File: src/rtl/multi_clock_divider_pkg.sv
// Shared types, constants and the divisor clamp for the multi-channel clock divider.
package multi_clock_divider_pkg;

   localparam int DIV_W       = 28;
   localparam int MIN_DIVISOR = 2;

   typedef logic [DIV_W-1:0] div_t;
   typedef logic [63:0]      wide_t;

   // Wide argument so channels of any WIDTH up to 64 can share one clamp.
   function automatic wide_t clamp_divisor(input wide_t d);
      return (d < wide_t'(MIN_DIVISOR)) ? wide_t'(MIN_DIVISOR) : d;
   endfunction

endpackage

File: src/rtl/clock_divider_channel.sv
// One divider channel: counter, shadow/active divisor, registered level and tick.
// MULTI_CLOCK_DIVIDER_DUTY_EN adds a programmable high time; otherwise high = divisor>>1.
module clock_divider_channel
   import multi_clock_divider_pkg::*;
#(
   parameter int WIDTH           = 28,
   parameter int DEFAULT_DIVISOR = 100000000
) (
   input  logic             clock_in,
   input  logic             reset,
   input  logic             enable,
   input  logic             load,
   input  logic [WIDTH-1:0] divisor_in,
   input  logic [WIDTH-1:0] high_in,
   output logic             clock_out,
   output logic             tick,
   output logic             pending
);

   localparam logic [WIDTH-1:0] RESET_DIV = WIDTH'(DEFAULT_DIVISOR);

   logic [WIDTH-1:0] counter;
   logic [WIDTH-1:0] active_div;
   logic [WIDTH-1:0] shadow_div;
   logic [WIDTH-1:0] active_high;
   logic [WIDTH-1:0] wr_div;
   logic             wrap;

   assign wr_div = WIDTH'(clamp_divisor(64'(divisor_in)));
   assign wrap   = (counter == active_div - WIDTH'(1));

`ifdef MULTI_CLOCK_DIVIDER_DUTY_EN
   logic [WIDTH-1:0] shadow_high;

   always_ff @(posedge clock_in or posedge reset) begin
      if (reset) begin
         active_high <= RESET_DIV >> 1;
         shadow_high <= RESET_DIV >> 1;
      end else if (enable) begin
         if (wrap && pending) active_high <= shadow_high;
         if (load)            shadow_high <= high_in;
      end else if (load) begin
         active_high <= high_in;
         shadow_high <= high_in;
      end
   end
`else
   logic unused_high;
   assign unused_high = ^high_in;
   assign active_high = active_div >> 1;
`endif

   // A load landing on a pending wrap is ordered after the swap, so it stays pending.
   always_ff @(posedge clock_in or posedge reset) begin
      if (reset) begin
         counter    <= '0;
         active_div <= RESET_DIV;
         shadow_div <= RESET_DIV;
         pending    <= 1'b0;
         clock_out  <= 1'b0;
         tick       <= 1'b0;
      end else if (enable) begin
         counter   <= wrap ? '0 : counter + WIDTH'(1);
         clock_out <= (counter < active_high);
         tick      <= wrap;
         if (wrap && pending) begin
            active_div <= shadow_div;
            pending    <= 1'b0;
         end
         if (load) begin
            shadow_div <= wr_div;
            pending    <= 1'b1;
         end
      end else begin
         tick <= 1'b0;
         if (load) begin
            active_div <= wr_div;
            shadow_div <= wr_div;
            counter    <= '0;
            pending    <= 1'b0;
         end
      end
   end

endmodule

File: src/rtl/multi_clock_divider.sv
// Multi-channel clock divider / tick generator; one clock_divider_channel per channel.
// Optional duty-cycle control via MULTI_CLOCK_DIVIDER_DUTY_EN.
module multi_clock_divider
   import multi_clock_divider_pkg::*;
#(
   parameter int CHANNELS        = 4,
   parameter int WIDTH           = 28,
   parameter int DEFAULT_DIVISOR = 100000000
) (
   input  logic                clock_in,
   input  logic                reset,
   input  logic [CHANNELS-1:0] enable,
   input  logic [CHANNELS-1:0] load,
   input  logic [WIDTH-1:0]    divisor_in,
   input  logic [WIDTH-1:0]    high_in,
   output logic [CHANNELS-1:0] clock_out,
   output logic [CHANNELS-1:0] tick,
   output logic [CHANNELS-1:0] pending
);

   for (genvar i = 0; i < CHANNELS; i++) begin : g_ch
      clock_divider_channel #(
         .WIDTH           (WIDTH),
         .DEFAULT_DIVISOR (DEFAULT_DIVISOR)
      ) u_channel (
         .clock_in   (clock_in),
         .reset      (reset),
         .enable     (enable[i]),
         .load       (load[i]),
         .divisor_in (divisor_in),
         .high_in    (high_in),
         .clock_out  (clock_out[i]),
         .tick       (tick[i]),
         .pending    (pending[i])
      );
   end

endmodule

File: config.mk
export PLATFORM = sky130hd
export DESIGN_NAME = multi_clock_divider
export DESIGN_NICKNAME = d
export VERILOG_FILES = /design/src/rtl/multi_clock_divider_pkg.sv /design/src/rtl/clock_divider_channel.sv /design/src/rtl/multi_clock_divider.sv
export SDC_FILE = /design/constraint.sdc
export NUM_CORES = 1
export LEC_CHECK = 0
export BUFFER_PORTS_ARGS = -buffer_cell sky130_fd_sc_hd__buf_4
export CAP_MARGIN = 20
export CORE_ASPECT_RATIO = 0.5
export CORE_MARGIN = 2
export CORE_UTILIZATION = 60
export CTS_CLUSTER_SIZE = 25
export DETAILED_ROUTE_END_ITERATION = 8
export PLACE_DENSITY = 0.77
export SLEW_MARGIN = 25
export SYNTH_ARGS = -nofsm -noshare
export SYNTH_HDL_FRONTEND = slang
export SYNTH_SLANG_ARGS = --single-unit
File: constraint.sdc
create_clock -name clock_in -period 13.6 [get_ports clock_in]
set_input_delay 2.04 -clock clock_in [delete_from_list [all_inputs] [get_ports clock_in]]
set_output_delay 2.04 -clock clock_in [all_outputs]
set_load 0.01 [all_outputs]
==> flow_summary.toml <==
[setup_path]
rr_worst_depth = 9
crit_buf_inv = 0
critPathKind = "reg2reg"
cp_data_arrival_time_ns = 5.03
crit_chain = "nor4_1 > nand4_1 > or4_1 > a211oi_1 > o2111ai_1 > nor4_1 > nand3_4 > o22ai_1 > a31oi_1"
crit_family = "simple AND/OR/NAND/NOR gates"
required_ns = 13.96
timing.rr.start = "g_ch[1].u_channel.active_div[6]"
critPathLaunchType = "register"
reg2reg_slack_ns = 8.93
cpMaxStageDelayCell = "nor4_1"
cp_max_fo = 56
endpoint_kind = "register"
critPathMostFrequentCell = "nor4_1"
cp_slowest_stage_delay_ns = 0.83
timing.rr.end = "g_ch[1].u_channel.active_div[0]"

[cts]
postCtsSetupBuffers = 0
cts_root_buffer = "clkbuf_16"
post_cts_resized = 0
clock_path_buffers = 3
clock-sinks = 348
clkTransAtPathRegs_ns = 0.07
hold_buffers = 0
insertion_delay_ns = 0.55
cts_tree = "built"
htreeDepth = 2
cts_made_buffers = 35

[hold_path]
hold_path_end = "g_ch[0].u_channel.shadow_div[20]"
hold_depth = 2
min_path_type = "reg2reg"
hold_start = "g_ch[0].u_channel.shadow_div[20]"

[timing]
final_max_slew_viol_count = 0
hold_violations = 0
relSlewSlack_pct = 28.36
setup_ws_ns = 8.931
rsz0062_at_grt = "false"
timing.final.crit_share_pct = 34.33
fmax_ghz = 0.2142
min_period_ns = 4.669
finalSetupViolations = 0
finalClockSkew_ns = 0.03082
tightest_slew_ns = 1.063
tns_ns = 0

[pwr]
total_power_uw = 2735
leakagePower_uw = 0.01057
powerDensity_nw_per_um2 = 113.5
vdd_drop_max_uv = 85.20

[placed_design]
hpwl_um = 40800
gp_congestion = 0.9179
port_buffers = 49
dp_slack_ns = 8.907

[yosys]
synthTopCellsByCount = "dfrtp_1, nor2_1, inv_1"
ys_warn_count = 0
synth-seq-area-share_pct = 39.53
synth_cells = 2397
ys_types = 85
synth_nets = 2575
synth_edf_count = 0
ys_ff_latch = 348
ys.flop_type = "dfrtp_1"
avgSynthCellArea_um2 = 9.316
yosys.area.top_type = "dfrtp_1"
netlist.area_leader.share_pct = 28.24
synthTopCellsByArea = "dfrtp_1, dfstp_2, ha_1"
synth.most_common_cell = "dfrtp_1"
synth-async-reset-ratio_pct = 100.0
syn_area_um2 = 22330

[floorplanning]
fp.dieW_um = 276.8
die_y_um = 140.4
die-area_um2 = 38870
io_pins = 78
coreArea_um2 = 36290
initial_utilization_pct = 61.53
rows = 49

[route]
first_pass_iters = 6
initialDrtViolationCount = 1855
wl_um = 58130
drtAntennaViolNets = 0
viasPerCell = 6.402
drc = 0
vias = 18400
wl_per_cell_um = 20.23

[global_routing]
grt_antenna_before_repair = 4
first_global_vias = 17430
grt_pass1_wl_um = 94050
grt_max_degree = 132
track_usage_pct = 29.90
grt_overflow = 0

[finish]
synthToLayoutAreaGrowth_pct = 7.878
finalNetCount = 2540
drive_above_1_share_pct = 13.36
seq_area_um2 = 8828
nFillCells = 2911
multi_input_area_um2 = 12390

[job]
max-cap-violations = 0

[outcome]
status = "completed"
layout by cell type (no fill, tap or decap), types with 32 or more instances in the layout:
cell,n
dfrtp_1,252
nand2_1,135
o22ai_1,63
dfstp_2,96
nor3_1,71
nand4_1,67
buf_4,60
nor4_1,44
nor2_1,199
nand3_1,77
mux2_2,83
xor2_1,116
nand2b_1,42
clkbuf_16,38
xnor2_1,106
a31oi_1,65
or4_1,32
ha_1,112
o21ai_0,59
inv_1,145
mux2i_1,40
a21o_1,36
a21oi_1,78
flip-flops by register name, summed over array words and instances, names as in the netlist:
signal	count
g_ch.u_channel.shadow_div	112
g_ch.u_channel.tick	4
g_ch.u_channel.active_div	112
g_ch.u_channel.clock_out	4
g_ch.u_channel.pending	4
g_ch.u_channel.counter	112
report_power, final:
group,leakage (uW),internal (uW),switching [uW],total [uW]
logic,0.00580,178,245,423
registers,0.00416,1140,113,1260
clock network,0.000602,608,447,1050
final cells by class:
type                    count  share of cell area (%)
clock buffers              46                   4.197
diodes                      2                 0.02077
flip-flops and latches    348                   36.65
inverters                 150                   2.368
clock inverters            17                  0.8881
repair buffers             61                   1.953
well taps                 484                   2.514
multi-input cells        1766                   51.41
worst register-to-register path: cells and delay by family, from the launching register on:
| kind | cells | cell delay, ns |
|---|---|---|
| and+or+nand+nor | 5 | 3.12 |
| AOI/OAI and AO/OA | 4 | 0.92 |
| DFF | 1 | 0.47 |
kinds of logic (layout without fill, tap and decap cells):
kind of cell             Yosys count  after routing  synth area share [%]
adder cells (fa/ha/maj)          112            112                 6.275
other                              0              2                     0
AO/OA/AOI/OAI                    489            489                 15.21
AND/OR/NAND/NOR                  819            819                 19.14
multiplexers                     124            124                 6.029
buffers and inverters            283            274                 5.104
flip-flops                       348            348                 39.53
XOR/XNOR                         222            222                 8.707
metal layers:
layer  part of all wire, %  wire length, um  GRT usage [%]
met5                     0                0              0
met4                   2.2             1288          8.524
met3                   7.5             4386          5.555
met2                    44            25710          46.48
met1                    46            26750          42.87
metrics by stage:
stage	area, um^2	utilization, %	hold WS (ns)	instances
2_1_floorplan	22330	-	0.4481	2397
3_5_place_dp	22830	62.91	0.4634	2808
4_1_cts	24060	66.29	0.4738	2871
3_3_place_gp	22830	62.91	0.4547	2808
5_1_grt	24090	66.36	0.4958	2872
6_report	24090	66.37	0.4748	2874
worst max-delay path by stage:
stage	from	end	slack (ns)	cells after the start
6_report	g_ch[1].u_channel.active_div[6]	g_ch[1].u_channel.active_div[0]	8.93	9
5_1_grt	g_ch[1].u_channel.active_div[6]	g_ch[1].u_channel.active_div[6]	8.66	9
3_3_place_gp	g_ch[1].u_channel.active_div[6]	g_ch[1].u_channel.active_div[4]	8.94	9
2_1_floorplan	reset	g_ch[0].u_channel.active_div[0]	2.07	1
4_1_cts	g_ch[1].u_channel.active_div[6]	g_ch[1].u_channel.active_div[4]	8.87	9
3_5_place_dp	g_ch[1].u_channel.active_div[6]	g_ch[1].u_channel.active_div[4]	8.91	9
No activity file was read; power rests on OpenSTA's default activity.
